### src/rtl/stopwatch_lapbank.sv
// stopwatch_lapbank: BCD stopwatch (cen/dec/s0/s1/min) driven by a divided tick
// enable, a LAP_DEPTH-slot lap memory (fill-and-stop or circular overwrite), and
// a multiplexed 4-digit common-anode scan driver with a minutes bargraph.
module stopwatch_lapbank #(
    parameter int CLK_DIV   = 500000,
    parameter int SCAN_DIV  = 8192,
    parameter int LAP_DEPTH = 4,
    parameter int LAP_WRAP  = 0,
    parameter int MAX_MIN   = 9,
    localparam int LW       = $clog2(LAP_DEPTH)
) (
    input  logic          clk_50M,
    input  logic          reset,
    input  logic          pause,
    input  logic          lap_pulse,
    input  logic          clear_laps,
    input  logic          show_lap,
    input  logic [LW-1:0] lap_sel,
    output logic [3:0]    digit,
    output logic [3:0]    an,
    output logic          dp,
    output logic [7:0]    leds,
    output logic [LW:0]   lap_count,
    output logic          lap_full,
    output logic          lap_valid
);
    localparam int DW = $clog2(CLK_DIV);
    localparam int SW = (SCAN_DIV > 1) ? $clog2(SCAN_DIV) : 1;

    typedef struct packed {
        logic [3:0] mn;
        logic [3:0] s1;
        logic [3:0] s0;
        logic [3:0] dec;
        logic [3:0] cen;
    } tm_t;

    logic [DW-1:0] div_q, div_d;
    logic          tick;
    logic [SW-1:0] scan_q, scan_d;
    logic          scan_wrap;
    logic [1:0]    pos_q, pos_d;
    tm_t           tm_q, tm_d;
    tm_t           mem_q [LAP_DEPTH];
    logic [LW:0]   lap_cnt_q, lap_cnt_d;
    logic [LW-1:0] wr_ptr_q, wr_ptr_d;
    logic [LW-1:0] rd_idx;
    logic          full, lap_wr;
    tm_t           disp;

    assign tick      = (div_q == DW'(CLK_DIV - 1));
    assign scan_wrap = (scan_q == SW'(SCAN_DIV - 1));
    assign full      = (lap_cnt_q == (LW+1)'(LAP_DEPTH));
    // A full memory only accepts captures when it is allowed to overwrite the oldest slot.
    assign lap_wr    = lap_pulse && !clear_laps && (!full || (LAP_WRAP != 0));

    // Free-running divider and scan counter; neither is affected by pause.
    always_comb begin
        div_d  = tick ? '0 : div_q + 1'b1;
        scan_d = scan_wrap ? '0 : scan_q + 1'b1;
        pos_d  = pos_q + {1'b0, scan_wrap};
    end

    // BCD ripple: every carry is resolved in the same edge, including the full-time wrap.
    always_comb begin
        tm_d = tm_q;
        if (tick && !pause) begin
            if (tm_q.cen != 4'd9) tm_d.cen = tm_q.cen + 4'd1;
            else begin
                tm_d.cen = '0;
                if (tm_q.dec != 4'd9) tm_d.dec = tm_q.dec + 4'd1;
                else begin
                    tm_d.dec = '0;
                    if (tm_q.s0 != 4'd9) tm_d.s0 = tm_q.s0 + 4'd1;
                    else begin
                        tm_d.s0 = '0;
                        if (tm_q.s1 != 4'd5) tm_d.s1 = tm_q.s1 + 4'd1;
                        else begin
                            tm_d.s1 = '0;
                            tm_d.mn = (tm_q.mn != 4'(MAX_MIN)) ? tm_q.mn + 4'd1 : 4'd0;
                        end
                    end
                end
            end
        end
    end

    // Lap bookkeeping: clear dominates; a wrap-mode write to a full memory keeps the count.
    always_comb begin
        lap_cnt_d = lap_cnt_q;
        wr_ptr_d  = wr_ptr_q;
        if (clear_laps) begin
            lap_cnt_d = '0;
            wr_ptr_d  = '0;
        end else if (lap_wr) begin
            wr_ptr_d = wr_ptr_q + 1'b1;
            if (!full) lap_cnt_d = lap_cnt_q + 1'b1;
        end
    end

    // State registers, all cleared asynchronously.
    always_ff @(posedge clk_50M or posedge reset) begin
        if (reset) begin
            div_q     <= '0;
            scan_q    <= '0;
            pos_q     <= '0;
            tm_q      <= '0;
            lap_cnt_q <= '0;
            wr_ptr_q  <= '0;
        end else begin
            div_q     <= div_d;
            scan_q    <= scan_d;
            pos_q     <= pos_d;
            tm_q      <= tm_d;
            lap_cnt_q <= lap_cnt_d;
            wr_ptr_q  <= wr_ptr_d;
        end
    end

    // Lap slots capture the pre-increment time of the capture cycle.
    always_ff @(posedge clk_50M or posedge reset) begin
        if (reset) begin
            for (int i = 0; i < LAP_DEPTH; i++) mem_q[i] <= '0;
        end else if (lap_wr) begin
            mem_q[wr_ptr_q] <= tm_q;
        end
    end

    // Once full, the oldest lap sits at wr_ptr, so index relative to it.
    always_comb begin
        rd_idx    = full ? wr_ptr_q + lap_sel : lap_sel;
        lap_valid = show_lap && ({1'b0, lap_sel} < lap_cnt_q);
        disp      = tm_q;
        if (show_lap) disp = lap_valid ? mem_q[rd_idx] : '0;
    end

    // Scan mux, active-low anodes/dp, and saturating minutes thermometer.
    always_comb begin
        case (pos_q)
            2'd0:    digit = disp.cen;
            2'd1:    digit = disp.dec;
            2'd2:    digit = disp.s0;
            default: digit = disp.s1;
        endcase
        an = ~(4'b0001 << pos_q);
        dp = (pos_q != 2'd2);
        for (int i = 0; i < 8; i++) leds[i] = (disp.mn >= 4'(i + 1));
    end

    assign lap_count = lap_cnt_q;
    assign lap_full  = full;

endmodule

### config.mk
export PLATFORM = sky130hd
export DESIGN_NAME = stopwatch_lapbank
export DESIGN_NICKNAME = d
export VERILOG_FILES = /design/src/rtl/stopwatch_lapbank.sv
export SDC_FILE = /design/constraint.sdc
export NUM_CORES = 1
export LEC_CHECK = 0
export BUFFER_PORTS_ARGS = -buffer_cell sky130_fd_sc_hd__buf_2
export CAP_MARGIN = 5
export CORE_MARGIN = 2
export CORE_UTILIZATION = 62
export DETAILED_ROUTE_END_ITERATION = 8
export GPL_TIMING_DRIVEN = 0
export PLACE_DENSITY = 0.89
export SKIP_CTS_REPAIR_TIMING = 1
export SYNTH_ARGS = -nofsm -noshare
export SYNTH_HDL_FRONTEND = slang
export SYNTH_SLANG_ARGS = --single-unit
### constraint.sdc
create_clock -name clk_50M -period 4.8 [get_ports clk_50M]
set_clock_uncertainty 0.1 [all_clocks]
set_input_delay 0.24 -clock clk_50M [delete_from_list [all_inputs] [get_ports clk_50M]]
set_output_delay 0.24 -clock clk_50M [all_outputs]
set_load 0.01 [all_outputs]
==> insert_results.sql <==
INSERT INTO impl_metrics (metric_group, metric, value, unit) VALUES
('yosys', 'synthArstFlopShare', '1.000', ''),
('cts', 'clk_pin_slew_worst_paths', '0.06', 'ns'),
('yosys', 'synth_cell_types', '66', ''),
('power', 'p_clk_frac', '0.501', ''),
('timing', 'rsz0062_at_grt', 'false', ''),
('power', 'switching_part_of_the_total', '0.2281', ''),
('power', 'internal', '0.002173', 'W'),
('cts', 'clockBufferDepth', '2', ''),
('job', 'cap_viol_max_count', '0', ''),
('floorplan', 'initial_utilization', '0.6281', ''),
('yosys', 'post_synth_inst_count', '671', ''),
('floorplan', 'design.core.area', '11320', 'µm²'),
('route', 'met3_length', '1.398', 'mm'),
('power', 'seq_power_share', '0.432', ''),
('yosys', 'synth-seq-area-share', '0.4892', ''),
('cts', 'tritoncts', 'yes', ''),
('timing', 'timing.final.crit_period', '3.838', 'ns'),
('global_route', 'pin_count_of_the_biggest_net_entering_global_routing', '79', ''),
('power', 'fin_total_pwr', '0.002815', 'W'),
('timing', 'layout_worst_path_cycle_share', '0.7996', ''),
('route', 'route.top_layer_used', 'met4', ''),
('min_path', 'timing.hold.worst_path_depth', '3', ''),
('final_layout', 'area_growth', '14.27', '%'),
('power', 'total_switching_power', '0.0006420', 'W'),
('yosys', 'yosys_warnings', '0', ''),
('setup_path', 'cp-endpoint', 'digit[2]', ''),
('placement', 'input_output_buffers', '29', ''),
('setup_path', 'endpoint_kind', 'primary output', ''),
('route', 'detailroute.via_count', '5635', ''),
('global_route', 'grt_pass1_vias', '5824', ''),
('setup_path', 'cp_num_cells', '11', ''),
('route', 'detail-route-antenna-nets', '0', ''),
('setup_path', 'worst_r2r_path_depth', '8', ''),
('setup_path', 'crit_fanout', '10', ''),
('setup_path', 'path_cells', 'inv_1, ha_1, a21bo_2, and2_1, clkbuf_1, clkbuf_1, nor4_1, a41oi_1, a211oi_1, a211oi_1, buf_2', ''),
('setup_path', 'cp_num_buf_inv', '4', ''),
('timing', 'number_of_pins_exceeding_their_max_slew_limit_in_the_final_report', '0', ''),
('cts', 'clkLatencyLatePin', '0.42', 'ns'),
('global_route', 'total_grt_overflow', '0', ''),
('route', 'viasPerCell', '6.418', ''),
('route', 'detailedRoute.firstIterationViolations', '582', ''),
('route', 'detail_route.drc_violations', '0', ''),
('final_layout', 'final_layout_size_suffix_gt1_frac', '0.2122', ''),
('global_route', 'grt_first_pass_wirelength', '29.08', 'mm'),
('final_layout', 'postLayoutCellArea', '8125', 'µm²'),
('min_path', 'hold_path_class', 'in2reg', ''),
('yosys', 'synth.net_count', '690', ''),
('outcome', 'run_status', 'complete, no violations', ''),
('final_layout', 'multi_input_area', '3392', 'µm²'),
('setup_path', 'cp_data_arrival_time', '3.50', 'ns'),
('route', 'route.layer.met1.wl', '6.856', 'mm'),
('cts', 'clock_tree.root_cell', 'sky130_fd_sc_hd__clkbuf_16', ''),
('route', 'detail_route.first_pass.iterations', '8', ''),
('cts', 'htree_levels', '4', ''),
('final_layout', 'seq_area', '3478', 'µm²'),
('setup_path', 'criticalPathCategory', 'reg2out', ''),
('timing', 'worst-slew-pin-transition', '0.8438', 'ns'),
('placement', 'cell_area_after_placement', '7467', 'µm²'),
('final_layout', 'fill_cells', '764', ''),
('setup_path', 'timing.critical_path.required', '4.46', 'ns'),
('timing', 'finalHoldViolCount', '0', ''),
('power', 'power.ir.vdd_worst', '0.0003307', 'V'),
('yosys', 'synth_edf_count', '0', ''),
('final_layout', 'num_antenna_cells', '0', ''),
('final_layout', 'layout.nets', '741', ''),
('setup_path', 'slowest_stage_delay_on_critical_path', '0.54', 'ns'),
('floorplan', 'horiz_die_dim', '111.1', 'µm'),
('timing', 'finalSetupViolations', '0', ''),
('setup_path', 'cp_launch_type', 'register', ''),
('floorplan', 'die_area', '12340', 'µm²'),
('setup_path', 'r2r_slack', '1.67', 'ns');
==> flip-flops by register name, indices dropped and copies added (netlist names) <==
register / count
wr_ptr_q: 2
pos_q: 2
mem_q: 80
tm_q: 20
div_q: 19
lap_count: 3
scan_q: 13
==> layout make-up <==
class / instances / area share
repair buffers: 32 / 0.02371
flip-flops and latches: 139 / 0.4281
clock inverters: 10 / 0.02017
clock buffers: 22 / 0.05836
well taps: 143 / 0.02202
multi-input cells: 475 / 0.4175
inverters: 21 / 0.01032
plain buffers: 36 / 0.01986
==> stage by stage <==
step	TNS [ns]	setup WS (ns)	hold slack, ns	instances
2_1_floorplan	0	0.7355	0.2031	671
3_3_place_gp	-68.29	-0.4966	0.3561	843
3_5_place_dp	0	1.516	0.2467	844
4_1_cts	0	1.047	-0.2044	876
5_1_grt	0	0.8610	0.03045	878
6_report	0	0.9622	0.01234	878
==> cell usage after synthesis, drive strengths merged, types with 2 or more instances <==
library cell | n | area share
dfrtp | 139 | 0.49
nand2 | 76 | 0.040
mux2 | 55 | 0.087
o21ai | 45 | 0.032
nor2 | 37 | 0.022
clkbuf | 30 | 0.017
nand3 | 30 | 0.021
xnor2 | 22 | 0.028
xor2 | 22 | 0.028
inv | 21 | 0.011
nand2b | 19 | 0.018
and3 | 16 | 0.014
a211oi | 13 | 0.014
nor3 | 13 | 0.011
a21oi | 12 | 0.0084
a22oi | 11 | 0.012
ha | 11 | 0.019
a41oi | 9 | 0.011
nor2b | 8 | 0.0070
mux4 | 7 | 0.022
a21o | 6 | 0.0067
buf | 6 | 0.0055
a2111oi | 4 | 0.0049
a221oi | 4 | 0.0049
and2b | 4 | 0.0049
nand4 | 4 | 0.0056
nor4 | 4 | 0.0035
o22ai | 4 | 0.0035
and2 | 3 | 0.0028
and4 | 3 | 0.0044
nor3b | 3 | 0.0032
o31ai | 3 | 0.0032
o32ai | 3 | 0.0048
or4 | 3 | 0.0037
a21bo | 2 | 0.0028
a31oi | 2 | 0.0018
and4b | 2 | 0.0033
o211ai | 2 | 0.0021
o32a | 2 | 0.0028
or2 | 2 | 0.0018
or3 | 2 | 0.0025
==> power groups by stage <==
| stage | registers (W) | logic (W) | clock network (W) |
|---|---|---|---|
| 4_1_cts | 0.00122 | 0.000184 | 0.00142 |
| 3_3_place_gp | 0.00124 | 0.000171 | 0 |
| 5_1_grt | 0.00122 | 0.000205 | 0.00146 |
| 3_5_place_dp | 0.00124 | 0.000184 | 0 |
| 2_1_floorplan | 0.00123 | 0.000123 | 0 |
| 6_report | 0.00122 | 0.000189 | 0.00141 |
==> worst register-to-register path, delay by kind of cell, from the launching register on <==
kind	cells	cell delay (ns)
AND/OR/NAND/NOR	4	1.06
buffers and inverters	2	0.81
multiplexers	1	0.42
flip-flops	1	0.41
adder cells (fa/ha/maj)	1	0.21
==> how the worst min path moves through the flow <==
stage	from	endpoint	slack, ns
detailed placement	reset	scan_q[5]$_DFF_PP0_	0.25
finish	pause	tm_q[0]$_DFFE_PP0P_	0.01
global placement	mem_q[79]$_DFFE_PP0P_	mem_q[79]$_DFFE_PP0P_	0.36
CTS	reset	scan_q[5]$_DFF_PP0_	-0.20
floorplan	clear_laps	lap_count[1]$_DFFE_PP0P_	0.20
global route	pause	tm_q[0]$_DFFE_PP0P_	0.03
==> cell families (layout without fill, tap and decap cells) <==
family,Yosys count,in the layout,synth area share
AOI/OAI and AO/OA,125,125,0.1175
DFF,139,139,0.4892
adders and majority gates,11,11,0.01936
and+or+nand+nor,232,232,0.1731
muxes,63,63,0.1107
buffers and inverters,57,121,0.03378
xor gates and xnor gates,44,44,0.05631
==> layer usage <==
metal,global-route usage,up-vias
li1,-,2493
met2,0.4924,314
met5,0,-
met1,0.3770,2760
met3,0.06725,68
met4,0.1531,0
==> cell usage in the layout (no fill, tap or decap), drive strengths merged, types with 9 or more instances in the layout <==
master / Yosys / routed
mux2: 55 / 55
ha: 11 / 11
xor2: 22 / 22
buf: 6 / 36
o21ai: 45 / 45
dfrtp: 139 / 139
inv: 21 / 21
a22oi: 11 / 11
nand2: 76 / 76
xnor2: 22 / 22
a41oi: 9 / 9
and3: 16 / 16
nor2: 37 / 37
a21oi: 12 / 12
nand2b: 19 / 19
a211oi: 13 / 13
clkbuf: 30 / 52
nor3: 13 / 13
nand3: 30 / 30
Note: power is estimated with default switching activity, not from simulation.
